`src/rtl/keypad_encoder.sv`:
```
// keypad_encoder -- microwave-style time entry from a 10-key digit pad.
//
// Raw key lines are synchronized, optionally debounced, and each accepted
// single-key press shifts a BCD digit into a 3-digit register
// (mins : sec_tens sec_ones). The oldest digit falls off the top; no range
// normalization is applied.
//
// Configuration macro: KEYPAD_DEBOUNCE_EN
//   defined   -> a key must be seen stable for DEBOUNCE_CYCLES synchronized
//                samples before it is evaluated (latency N+2+DEBOUNCE_CYCLES).
//   undefined -> the first nonzero synchronized sample is evaluated directly
//                (latency N+3); DEBOUNCE_CYCLES has no effect.
//
// Ports:
//   clk          in   system clock, rising edge
//   rst_n        in   asynchronous active-low reset
//   keypad[9:0]  in   raw key lines, bit k = digit k pressed (asynchronous)
//   enable       in   entry permitted when high
//   clear        in   synchronous clear of entered time (wins over everything)
//   sec_ones     out  seconds units digit (BCD)
//   sec_tens     out  seconds tens digit (BCD)
//   mins         out  minutes digit (BCD)
//   digit_valid  out  one-cycle pulse, digit accepted
//   key_err      out  one-cycle pulse, more than one key seen
module keypad_encoder #(
  parameter int DEBOUNCE_CYCLES = 4
) (
  input  logic       clk,
  input  logic       rst_n,
  input  logic [9:0] keypad,
  input  logic       enable,
  input  logic       clear,
  output logic [3:0] sec_ones,
  output logic [3:0] sec_tens,
  output logic [3:0] mins,
  output logic       digit_valid,
  output logic       key_err
);

  typedef enum logic [1:0] {
    IDLE         = 2'd0,
    DEBOUNCE     = 2'd1,
    WAIT_RELEASE = 2'd2
  } state_t;

`ifdef KEYPAD_DEBOUNCE_EN
  // With a one-sample requirement the first sample is already stable enough.
  localparam logic       DIRECT_EVAL = (DEBOUNCE_CYCLES <= 1);
  // Counter value held on the edge that completes the stable run.
  localparam logic [7:0] DB_LAST     = 8'(DEBOUNCE_CYCLES - 1);
`else
  // Debounce disabled: every first sample is evaluated directly.
  localparam logic       DIRECT_EVAL = (DEBOUNCE_CYCLES > 0) || 1'b1;
`endif

  // True when exactly one key line is set.
  function automatic logic is_onehot(input logic [9:0] v);
    return (v != 10'd0) && ((v & (v - 10'd1)) == 10'd0);
  endfunction

  // Index of the highest set key line (only used on one-hot values).
  function automatic logic [3:0] key_index(input logic [9:0] v);
    logic [3:0] idx;
    idx = 4'd0;
    for (int k = 0; k < 10; k++) begin
      if (v[k]) idx = 4'(k);
      else      idx = idx;
    end
    return idx;
  endfunction

  logic [9:0] sync1_r, sync2_r;
  state_t     state_r, state_s;
  logic [9:0] cap_r, cap_s;
  logic [7:0] cnt_r, cnt_s;
  logic [3:0] ones_r, ones_s, tens_r, tens_s, mins_r, mins_s;
  logic       dv_r, dv_s, ke_r, ke_s;
  logic       eval_s;
  logic [9:0] eval_val_s;

  // Next-state, digit shift and pulse generation.
  always_comb begin
    state_s    = state_r;
    cap_s      = cap_r;
    cnt_s      = cnt_r;
    ones_s     = ones_r;
    tens_s     = tens_r;
    mins_s     = mins_r;
    dv_s       = 1'b0;
    ke_s       = 1'b0;
    eval_s     = 1'b0;
    eval_val_s = cap_r;

    case (state_r)
      IDLE: begin
        if (sync2_r != 10'd0) begin
          cap_s      = sync2_r;
          cnt_s      = 8'd1;
          eval_val_s = sync2_r;
          if (DIRECT_EVAL) eval_s  = 1'b1;
          else             state_s = DEBOUNCE;
        end else begin
          cnt_s = 8'd0;
        end
      end
      DEBOUNCE: begin
`ifdef KEYPAD_DEBOUNCE_EN
        if (sync2_r == 10'd0) begin
          state_s = IDLE;
          cnt_s   = 8'd0;
        end else if (sync2_r == cap_r) begin
          if (cnt_r >= DB_LAST) eval_s = 1'b1;
          else                  cnt_s  = cnt_r + 8'd1;
        end else begin
          // A different key pattern restarts the stability run.
          cap_s = sync2_r;
          cnt_s = 8'd1;
        end
`else
        state_s = IDLE;
        cnt_s   = 8'd0;
`endif
      end
      WAIT_RELEASE: begin
        if (sync2_r == 10'd0) state_s = IDLE;
        else                  state_s = WAIT_RELEASE;
      end
      default: begin
        state_s = IDLE;
        cnt_s   = 8'd0;
      end
    endcase

    // Evaluate a stable pattern: one key shifts in, several keys flag an error.
    if (eval_s) begin
      state_s = WAIT_RELEASE;
      cnt_s   = 8'd0;
      if (is_onehot(eval_val_s)) begin
        mins_s = tens_r;
        tens_s = ones_r;
        ones_s = key_index(eval_val_s);
        dv_s   = 1'b1;
      end else begin
        ke_s   = 1'b1;
      end
    end else begin
      cnt_s = cnt_s;
    end

    // clear beats enable-low, which beats normal operation. Parking in
    // WAIT_RELEASE ensures a key held across either event is never accepted.
    case ({clear, enable})
      2'b01: begin
      end
      2'b00: begin
        state_s = WAIT_RELEASE;
        cnt_s   = 8'd0;
        ones_s  = ones_r;
        tens_s  = tens_r;
        mins_s  = mins_r;
        dv_s    = 1'b0;
        ke_s    = 1'b0;
      end
      default: begin
        state_s = WAIT_RELEASE;
        cnt_s   = 8'd0;
        ones_s  = 4'd0;
        tens_s  = 4'd0;
        mins_s  = 4'd0;
        dv_s    = 1'b0;
        ke_s    = 1'b0;
      end
    endcase
  end

  // Synchronizer, FSM and output registers.
  always_ff @(posedge clk or negedge rst_n) begin
    if (!rst_n) begin
      sync1_r <= 10'd0;
      sync2_r <= 10'd0;
      state_r <= IDLE;
      cap_r   <= 10'd0;
      cnt_r   <= 8'd0;
      ones_r  <= 4'd0;
      tens_r  <= 4'd0;
      mins_r  <= 4'd0;
      dv_r    <= 1'b0;
      ke_r    <= 1'b0;
    end else begin
      sync1_r <= keypad;
      sync2_r <= sync1_r;
      state_r <= state_s;
      cap_r   <= cap_s;
      cnt_r   <= cnt_s;
      ones_r  <= ones_s;
      tens_r  <= tens_s;
      mins_r  <= mins_s;
      dv_r    <= dv_s;
      ke_r    <= ke_s;
    end
  end

  assign sec_ones    = ones_r;
  assign sec_tens    = tens_r;
  assign mins        = mins_r;
  assign digit_valid = dv_r;
  assign key_err     = ke_r;

endmodule

```
`config.mk`:
```
export PLATFORM = sky130hd
export DESIGN_NAME = keypad_encoder
export DESIGN_NICKNAME = d
export VERILOG_FILES = /design/src/rtl/keypad_encoder.sv
export SDC_FILE = /design/constraint.sdc
export NUM_CORES = 1
export LEC_CHECK = 0
export BUFFER_PORTS_ARGS = -buffer_cell sky130_fd_sc_hd__buf_2
export CAP_MARGIN = 0
export CORE_MARGIN = 2
export CORE_UTILIZATION = 55
export CTS_CLUSTER_DIAMETER = 120
export DETAILED_ROUTE_END_ITERATION = 10
export PLACE_DENSITY = 0.76
export SETUP_SLACK_MARGIN = 0.3
export SLEW_MARGIN = 10
export SYNTH_ARGS = -nofsm -noshare
export SYNTH_HDL_FRONTEND = slang
export SYNTH_SLANG_ARGS = --single-unit
```
`constraint.sdc`:
```
create_clock -name clk -period 2.67 [get_ports clk]
set_input_delay 0.267 -clock clk [delete_from_list [all_inputs] [get_ports clk]]
set_output_delay 0.267 -clock clk [all_outputs]
set_load 0.02 [all_outputs]
```
* After elaboration in Yosys (flattened, before gate mapping) *
Cells that the tools add are included.
W data, S select, Z words.

storage, ports and cells
  bits in registers = 46
  word-level logic and storage cells = 57

cells by class
  $add $sub $neg = 1
  equal/unequal tests = 5
  muxes and demuxes = 32
  bitwise logic cells = 2
  reduce and logical (&&, ||, !) cells = 8

operator list
  cell                     count
  $mux W4                  14
  $pmux W4 S2              3
  $logic_not A10 Y1        2
  $mux W10                 2
  $reduce_bool A10 Y1      2
  $and A10 B10 Y10         1
  $sub A10 B1 Y10 const B  1
  $mux W1                  9
  $mux W2                  3
  $logic_not A2 Y1         2
  $ne A2 B2 Y1 const B     2
  $pmux W2 S2              1
  $ne A3 B3 Y1 const B     1
  $reduce_and A3 Y1        1
  $eq A2 B1 Y1 const B     1
  $eq A2 B2 Y1 const B     1
  $logic_and A1 B1 Y1      1
  $not A1 Y1               1

* Depth between registers and ports, before layout *
Gate-level depths: netlist (run 1).

  depth after elaboration = 15
  gate-level depth with buffers = 9

* Worst setup path after synthesis (run 1) *
No wires, ideal clock.

  path kind = register to register
  from = register sync2_r[5]
  to = register mins_r[3] (netlist: mins[3])
  library setup time = 0.101 ns
  arrival time = 2.221 ns
  data required time = 2.569 ns
  slack = 0.348 ns
  stages on the path, launching flop included = 10
  buffers on the path = 2
  path through = dfrtp_1 nor4_4 a31o_4 buf_12 mux2i_1 a211oi_2 a21oi_2 or4_4 buf_6 o32ai_1

between the ends
  cells in the longest elaborated chain, start to end = 9
  elaborated cells on any way between the ends = 13
  classes of those cells = add/sub (1); eq/ne (2); mux (4); bitwise (1); reduce/logical (5)

RTL lines
  what                           line  RTL
  start, declared                72    logic [9:0] sync1_r, sync2_r;
  start signal, assigned         191   sync2_r <= sync1_r;
  $reduce_bool A10 Y1            96    if (sync2_r != 10'd0) begin
  $mux W10                       -
  $mux W10                       94    case (state_r)
  $sub A10 B1 Y10                58    return (v != 10'd0) && ((v & (v - 10'd1)) == 10'd0);
  $and A10 B10 Y10               58
  $logic_not A10 Y1              58
  $logic_and A1 B1 Y1            58
  $ne A2 B2 Y1 (no line)         -
  $reduce_and A3 Y1 (no line) *  -
  end signal, assigned           197   mins_r <= mins_s;
  end, declared                  76    logic [3:0] ones_r, ones_s, tens_r, tens_s, mins_r, mins_s;

Every way passes the cells marked *; elsewhere a longest branch is shown, timed or not.
A chain may end at the register's enable or synchronous reset.

* Worst setup path in the final report (run 1) *
  from = register sync2_r[0]
  to = register ones_r[3] (netlist: sec_ones[3])

between the ends
  cells in the longest elaborated chain, start to end = 13
  elaborated cells on any way between the ends = 23
  classes of those cells = add/sub (1); eq/ne (2); mux (14); bitwise (1); reduce/logical (5)

RTL lines
  what                                                                      line  RTL
  parallel branches: the longest is 13 deep, another holds $sub A10 B1 Y10  -
  end signal, assigned                                                      195   ones_r <= ones_s;
  end, declared                                                             76

Parallel ways; which one is timed is not known. The select of a mux whose other input is x is not followed.

==> results of run 1 <==
-- worst max-delay path: stages, from the launching register on --
cell	delay [ps]
dfrtp_1	460
or4_4	570
nor2_1	120
o2bb2ai_1	150
a211oi_2	230
nor2_2	110
or4_4	500
o22ai_2	190
-- registers in the layout (all words and copies together), names as in the netlist --
register,cells
cap_r,10
sync1_r,10
sync2_r,10
mins,4
sec_ones,4
sec_tens,4
digit_valid,1
key_err,1
state_r,1
-- layer usage --
layer	wire length (µm)	share of wire (%)	GRT usage [%]	vias to the layer above
met3	156	4.1	6.418	10
met5	0	0	0	-
met1	1686	44	27.61	674
met4	61	1.6	9.422	0
li1	-	-	-	647
met2	1915	50	30.68	45
-- report_power, final --
part	internal, µW	switching [µW]	leakage (µW)
registers	703	18.5	0.000568
logic	52.8	62.1	0.000470
clock network	224	208	0.0000455
total	979	289	0.00108
-- final cells by class --
type                    count  area (µm²)
flip-flops and latches     45        1132
fillers                   208       868.3
multi-input cells          83       749.5
repair buffers             49       326.6
inverters                  17       65.06
well taps                  46       57.56
clock buffers               7       55.05
clock inverters             1       30.03
-- worst paths after layout --
kind                                       from                       to  slack, ps  cells after the start
hold / removal                        keypad[1]     sync1_r[1]$_DFF_PN0_         20                      1
setup reg to reg           sync2_r[0]$_DFF_PN0_  sec_ones[3]$_DFFE_PN0P_        290                      7
setup / recovery           sync2_r[0]$_DFF_PN0_  sec_ones[3]$_DFFE_PN0P_        290                      7
max in group asynchronous                 rst_n     sync2_r[4]$_DFF_PN0_       1990                      1
hold reg to reg            sync1_r[5]$_DFF_PN0_     sync2_r[5]$_DFF_PN0_        360                      0
min in group asynchronous                 rst_n       cap_r[0]$_DFF_PN0_         30                      1
-- stage by stage --
step / total power [µW] / utilization, % / setup slack, ps
floorplan: 775.3 / - / 348.1
global placement: 808.9 / 60.91 / 254.6
detailed placement: 813.5 / 60.91 / 129.2
CTS: 1248 / 65.83 / 299.5
global route: 1325 / 73.56 / 197.8
finish: 1268 / 73.56 / 287.5
-- cells in the final DEF (no fill, tap or decap), types with 2 or more instances in the layout --
master         instances
dlygate4sd3_1          9
buf_4                 12
dfrtp_2                5
nor4_4                 3
a21oi_1                5
clkbuf_4               5
nor3_1                 4
o22ai_2                2
a22o_4                 3
dfrtp_1               40
a22o_2                 4
a211oi_2               3
a21oi_2                3
o32ai_1                3
or4_4                  3
o32ai_2                5
nand2_1                3
buf_2                 27
mux2i_1                2
o21ai_0                2
nor2_1                11
inv_1                 15
nand2b_1               5
-- cells by family (layout without fill, tap and decap cells) --
kind of cell,Yosys count,after routing,share of synthesized area [%]
buffers and inverters,22,74,5.898
AO/OA/AOI/OAI,41,41,17.83
multiplexers,4,4,2.237
XOR/XNOR,1,1,0.4747
AND/OR/NAND/NOR,36,37,12.54
flip-flops,45,45,61.02
-- repair_timing --
action,4_1_cts,5_1_grt
resized for setup,5,30
setup endpoints to repair,13,13
endpoints found under the hold margin,0,9
hold buffers,0,9
gates cloned,1,1
setup buffers,8,3
pin swaps,4,11
==> impl_metrics.json, run 1 <==
{
  "status": "finished clean",
  "slew_headroom_pct": 37.59,
  "fp.dieW_um": 61.93,
  "synth-main-ff-cell": "dfrtp_1",
  "drt-initial-drc-count": 44,
  "num_rows": 21,
  "post_route_cells_drive_above_1_share_pct": 43.07,
  "yosysWarnings": 0,
  "synthTopCellsByArea": "dfrtp_1, o32ai_1, inv_1",
  "hpwlAfterDp_um": 2328,
  "ys_types": 41,
  "syn_area_um2": 1846,
  "cts_tree": "built",
  "synth_edf_count": 0,
  "viasPerCell": 5.548,
  "fin_area_um2": 2416,
  "path_clk_slew_ps": 130,
  "track_usage_pct": 20.53,
  "leakage_uw": 0.001083,
  "core_area_um2": 3284,
  "place_area_um2": 2001,
  "yosysMostFrequentCell": "dfrtp_1",
  "seq_area_frac_synth_pct": 61.02,
  "area_growth_pct": 30.92,
  "rsz0062_at_grt": "yes",
  "tns_ps": 0,
  "worstSkewPairLatency_ps": 360,
  "ys_ff_latch": 45,
  "grt_pass1_vias": 1212,
  "drv_cap": 0,
  "finalSetupViolations": 0,
  "n_antenna_cell": 0,
  "cp.arrival_ps": 2680,
  "die_height_um": 61.93,
  "cp_max_fo": 6,
  "drc": 0,
  "finalCritPeriodShare_pct": 89.23,
  "dieArea_um2": 3835,
  "hold_ws_ps": 21.95,
  "cts_buffers": 5,
  "post_drt_wl_per_cell_um": 15.40,
  "dp.cells": 218,
  "postRouteWirelength_um": 3818,
  "cts_sinks": 45,
  "grt_overflow": 0,
  "layout.nets": 215,
  "synth.top_cells.by_count": "dfrtp_1, inv_1, nor2_1",
  "synth_top_cell_area_share_pct": 61.02,
  "antenna_found_initial": 0,
  "ioPinCount": 28,
  "port_buffers": 27,
  "vias": 1376,
  "min_path_type": "in2reg",
  "grt_pass1_wl_um": 5520,
  "syn_inst": 149,
  "ctsHtreeMaxLevel": 2,
  "dr.pass1.iters": 4,
  "antenna_left": 0,
  "crit_path_end_kind": "flip-flop",
  "grt_max_degree": 46,
  "start_kind": "flip-flop",
  "cellPowerDensity_nw_per_um2": 524.9,
  "async_flop_share_pct": 100.0,
  "fin_skew_ps": 11.56,
  "fin_cells": 248,
  "hold_violations": 0,
  "max_freq_ghz": 0.4197,
  "gp_congestion": 0.8298,
  "synth_area_leader_cell": "dfrtp_1",
  "initial_core_util_pct": 56.19,
  "fin_crit_ps": 2382,
  "cts_buffer_depth": 2,
  "peakVddDrop_v": 0.0003792,
  "synth_nets": 163,
  "syn_avg_cell_area_um2": 12.39,
  "cts-root-buf": "clkbuf_4",
  "drv_slew": 0,
  "worstMarginPinSlew_ps": 936.1,
  "critical_path_required_ps": 2970,
  "path_class": "reg2reg"
}
Power figures use the tool's default switching activity.
==> run 2, diff against run 1 <==
- REMOVE_ABC_BUFFERS: not set -> 1
==> run 2 against run 1 <==
First-iteration DRC count grew to 6.0 times the previous value. Clock skew is 1.3 ps higher. Hold slack got worse by 7.6 ps. Register-to-register slack got worse by 180 ps. Cell count up 8.1%. Sequential power about the same. Core utilization rose by 5.6 points. Largest cell class unchanged. Critical path type unchanged. Sequential cell count did not move. Critical path depth unchanged. Power up 3.9%.
==> impl_metrics.json, run 2 (synthesis gave the netlist of run 1 again) <==
{
  "fin_skew_ps": 12.90,
  "finalSetupViolations": 0,
  "drv_cap": 0,
  "grt_pass1_wl_um": 6831,
  "cp_max_fo": 6,
  "worstMarginPinSlew_ps": 937.2,
  "status": "finished clean",
  "finalCritPeriodShare_pct": 96.04,
  "ioPinCount": 28,
  "die_height_um": 61.93,
  "antenna_left": 0,
  "r2r-start": "sync2_r[0]$_DFF_PN0_",
  "post_route_cells_drive_above_1_share_pct": 50.45,
  "rsz0062_at_grt": "yes",
  "tns_ps": 0,
  "hold_violations": 0,
  "cts_buffers": 5,
  "num_rows": 21,
  "hpwlAfterDp_um": 2410,
  "cts_buffer_depth": 2,
  "post_drt_wl_per_cell_um": 20.29,
  "initial_core_util_pct": 56.19,
  "drv_slew": 0,
  "layout.nets": 235,
  "max_freq_ghz": 0.3900,
  "reg.largest.list": "cap_r (10), sync1_r (10), sync2_r (10)",
  "cts_tree": "built",
  "viasPerCell": 6.179,
  "max_stage_delay_ps": 580,
  "dieArea_um2": 3835,
  "peakVddDrop_v": 0.0006765,
  "start_kind": "flip-flop",
  "nFillCells": 183,
  "slew_headroom_pct": 37.52,
  "r2r_slack_ps": 110,
  "path_clk_slew_ps": 150,
  "path_class": "reg2reg",
  "slowest_stage": "or4_4",
  "area_growth_pct": 40.95,
  "critical_path_required_ps": 2940,
  "cp.arrival_ps": 2840,
  "worstSkewPairLatency_ps": 370,
  "antenna_found_initial": 0,
  "fp.dieW_um": 61.93,
  "crit_chain": "or4_4, nor2_2, o2bb2ai_2, a211oi_2, nor2_2, or4_4, o32ai_1",
  "final_cell_mix": "dfrtp_1, buf_4, buf_2, inv_1",
  "port_buffers": 27,
  "drt-initial-drc-count": 262,
  "min_path_type": "in2async",
  "grt_max_degree": 46,
  "leakage_uw": 0.001184,
  "ctsHtreeMaxLevel": 2,
  "cts-root-buf": "clkbuf_4",
  "crit_start": "sync2_r[0]$_DFF_PN0_",
  "cts_sinks": 45,
  "fin_util_pct": 79.20,
  "drc": 0,
  "track_usage_pct": 25.38,
  "crit_path_end_kind": "flip-flop",
  "rr_worst_depth": 7,
  "core_area_um2": 3284,
  "timing.rr.end": "sec_tens[3]$_DFFE_PN0P_",
  "crit_buf_inv": 0,
  "path_delay_family": "simple AND/OR/NAND/NOR gates",
  "gp_congestion": 0.9329,
  "cellPowerDensity_nw_per_um2": 506.7,
  "place_ws_ps": 102.6,
  "grt_overflow": 0,
  "n_antenna_cell": 0,
  "postRouteWirelength_um": 5437,
  "grt_pass1_vias": 1420,
  "dr.pass1.iters": 5,
  "final_common_cell": "dfrtp_1",
  "vias": 1656,
  "fin_crit_ps": 2564,
  "hold_ws_ps": 14.30,
  "setup_slack_ps": 105.8
}
==> run 2: layout make-up <==
type,instances,area [µm²],share of cell area [%]
repair buffers,68,471.7,18.13
multi-input cells,84,787.0,30.25
flip-flops and latches,45,1132,43.53
clock buffers,5,37.54,1.443
well taps,46,57.56,2.213
inverters,17,65.06,2.501
clock inverters,3,50.05,1.924
==> run 2: power breakdown <==
part | internal, µW | switching (µW)
Combinational | 67.6 | 78.9
Sequential | 703 | 19.0
Clock | 205 | 244
==> run 2: worst max-delay path by stage <==
| stage | end | slack, ps | cells past startpoint |
|---|---|---|---|
| floorplan | sec_ones[3]$_DFFE_PN0P_ | 80 | 8 |
| finish | sec_tens[3]$_DFFE_PN0P_ | 110 | 7 |
| CTS | mins[1]$_DFFE_PN0P_ | 300 | 9 |
| detailed placement | mins[1]$_DFFE_PN0P_ | 100 | 8 |
| global route | sec_ones[2]$_DFFE_PN0P_ | 50 | 8 |
| global placement | sec_ones[3]$_DFFE_PN0P_ | 260 | 8 |
==> run 2: timing repair <==
action                                 4_1_cts  5_1_grt
hold buffers                                 4        6
setup endpoints to repair                   13       13
endpoints found under the hold margin        4        6
cloned                                       2        0
pin swaps                                    5       11
setup buffers                               17       13
gates resized for setup                     12       28
==> run 2: metrics by stage <==
step	instance area (µm²)	total power (µW)	instances
final	2601	1318	268
after global routing	2601	1362	268
after CTS	2307	1270	249
after detailed placement	2001	812.5	218
after global placement	2001	808.5	218
after floorplan	1800	773.6	144
==> run 2: per-layer routing <==
metal | vias up | global-route usage (%) | share of wire, %
met2 | 120 | 39.55 | 50
met1 | 810 | 33.61 | 36
met3 | 34 | 6.418 | 9.0
met5 | - | 0 | 0
li1 | 692 | - | -
met4 | 0 | 11.85 | 4.3
==> run 2: worst register-to-register path: cells and delay by family (launching register included) <==
kind / cells / cell delay [ps]
compound gates: 3 / 590
flops: 1 / 450
simple gates: 4 / 1430
==> run 3, diff against run 2 <==
- RECOVER_POWER: not set -> 25
==> run 3 against run 2 <==
The flow now finishes with violations (capacitance limit, slew limit). Clock skew barely moved. Core utilization barely moved. Global-route usage did not move. Hold slack improved by 160 ps. Sequential power barely moved.
==> impl_metrics.json, run 3 (synthesis gave the netlist of run 1 again) <==
{
  "status": "complete, but fails checks",
  "violations": "capacitance limit, slew limit",
  "reg.largest.list": "cap_r (10), sync1_r (10), sync2_r (10)",
  "antenna_found_initial": 0,
  "min_path_type": "in2reg",
  "cp.arrival_ps": 2840,
  "finalCritPeriodShare_pct": 96.14,
  "grt_pass1_wl_um": 6831,
  "wl_met2_um": 2728,
  "grt_pass1_vias": 1420,
  "cts-root-buf": "clkbuf_4",
  "fin_cells": 268,
  "finalSetupViolations": 0,
  "drv_slew": 46,
  "p_comb_share_pct": 11.1,
  "core_area_um2": 3284,
  "nFillCells": 184,
  "cts_tree": "built",
  "fin_util_pct": 79.16,
  "slew_headroom_pct": -49.34,
  "viasPerCell": 6.119,
  "gp_congestion": 0.9329,
  "die_height_um": 61.93,
  "dp.cells": 218,
  "track_usage_pct": 25.38,
  "crit_buf_inv": 0,
  "layout.nets": 235,
  "path_clk_slew_ps": 150,
  "port_buffers": 27,
  "antenna_left": 0,
  "postRouteWirelength_um": 5435,
  "fp.dieW_um": 61.93,
  "fin_crit_ps": 2567,
  "start_kind": "flip-flop",
  "fin_skew_ps": 13.12,
  "worstMarginPinSlew_ps": 2240,
  "rsz0062_at_grt": "yes",
  "path_class": "reg2reg",
  "crit_chain": "or4_4, nor2_2, o2bb2ai_2, a211oi_2, nor2_2, or4_4, o32ai_1",
  "n_antenna_cell": 0,
  "cellPowerDensity_nw_per_um2": 505.9,
  "ioPinCount": 28,
  "p_sw_uw": 339.5,
  "critical_path_required_ps": 2940,
  "max_freq_ghz": 0.3896,
  "r2r_slack_ps": 100,
  "p_int_uw": 975.9,
  "area_growth_pct": 40.88,
  "slowest_stage": "or4_4",
  "drt-initial-drc-count": 261,
  "leakage_uw": 0.001181,
  "share_seq_of_total_power_pct": 54.9,
  "swShare_pct": 25.81,
  "topRoutingLayerUsed": "met4",
  "max_stage_delay_ps": 590,
  "path_delay_family": "simple AND/OR/NAND/NOR gates",
  "dieArea_um2": 3835,
  "post_route_cells_drive_above_1_share_pct": 50.00,
  "cts_buffer_depth": 2,
  "drc": 0,
  "crit_path_end_kind": "flip-flop",
  "vias": 1640,
  "final_cell_mix": "dfrtp_1, buf_4, buf_2, inv_1",
  "p_clk_share_pct": 34.0,
  "peakVddDrop_v": 0.0006770,
  "tns_ps": 0,
  "grt_max_degree": 46,
  "wl_met3_um": 519,
  "grt_overflow": 0,
  "ctsHtreeMaxLevel": 2,
  "cts_sinks": 45,
  "drv_cap": 1,
  "num_rows": 21,
  "cts_buffers": 5,
  "worstSkewPairLatency_ps": 370,
  "wl_met1_um": 1946,
  "final_common_cell": "dfrtp_1",
  "cp_max_fo": 6,
  "dr.pass1.iters": 7,
  "initial_core_util_pct": 56.19,
  "post_drt_wl_per_cell_um": 20.28,
  "hpwlAfterDp_um": 2410,
  "hold_violations": 0
}
## run 3: area by class of cell
class / count / area (µm²) / share of cell area (%)
clock inverter: 3 / 50.05 / 1.925
multi-input combinational: 84 / 787.0 / 30.27
sequential: 45 / 1132 / 43.55
clock buffer: 5 / 37.54 / 1.444
tap: 46 / 57.56 / 2.214
timing repair buffer: 68 / 470.5 / 18.09
inverter: 17 / 65.06 / 2.502
## run 3: routing by layer
metal  GRT usage [%]  vias up
met4           11.85        0
met2           39.55      123
met3           6.418       32
li1                -      688
met5               0        -
met1           33.61      797
## run 3: worst paths after layout
check	startpoint	end	cells after the start
worst max-delay path	sync2_r[0]$_DFF_PN0_	sec_tens[3]$_DFFE_PN0P_	7
worst min-delay path	enable	state_r[1]$_DFFE_PN0P_	2
worst max register to register	sync2_r[0]$_DFF_PN0_	sec_tens[3]$_DFFE_PN0P_	7
worst min register to register	sync1_r[3]$_DFF_PN0_	sync2_r[3]$_DFF_PN0_	0
max in group asynchronous	rst_n	sync2_r[2]$_DFF_PN0_	1
min in group asynchronous	rst_n	cap_r[4]$_DFF_PN0_	1
## run 3: power groups by stage
stage | logic, µW | registers, µW | clock network, µW
finish | 146 | 722 | 447
CTS | 105 | 719 | 447
global placement | 76.5 | 732 | 0
detailed placement | 79.7 | 733 | 0
global route | 155 | 724 | 482
floorplan | 45.3 | 728 | 0
## run 3: through the flow
step                power [µW]  worst slack, ps  instance area, µm²  hold slack (ps)
finish                    1315            103.1                2600            177.9
CTS                       1270            302.2                2307            1.187
detailed placement       812.5            102.6                2001            334.7
global placement         808.5            257.8                2001            331.4
global route              1361            52.16                2600            186.4
floorplan                773.6            75.41                1800           -28.59
## run 3: what timing repair did
item,4_1_cts,5_1_grt
setup buffers,17,13
endpoints found under the hold margin,4,6
pin swaps,5,11
hold buffers,4,6
setup endpoints to repair,13,13
cloned,2,0
gates resized for setup,12,28
## run 3: worst reg2reg max path: stages, from the launching register on
cell	delay (ps)
dfrtp_1	450
or4_4	590
nor2_2	150
o2bb2ai_2	130
a211oi_2	310
nor2_2	110
or4_4	570
o32ai_1	150
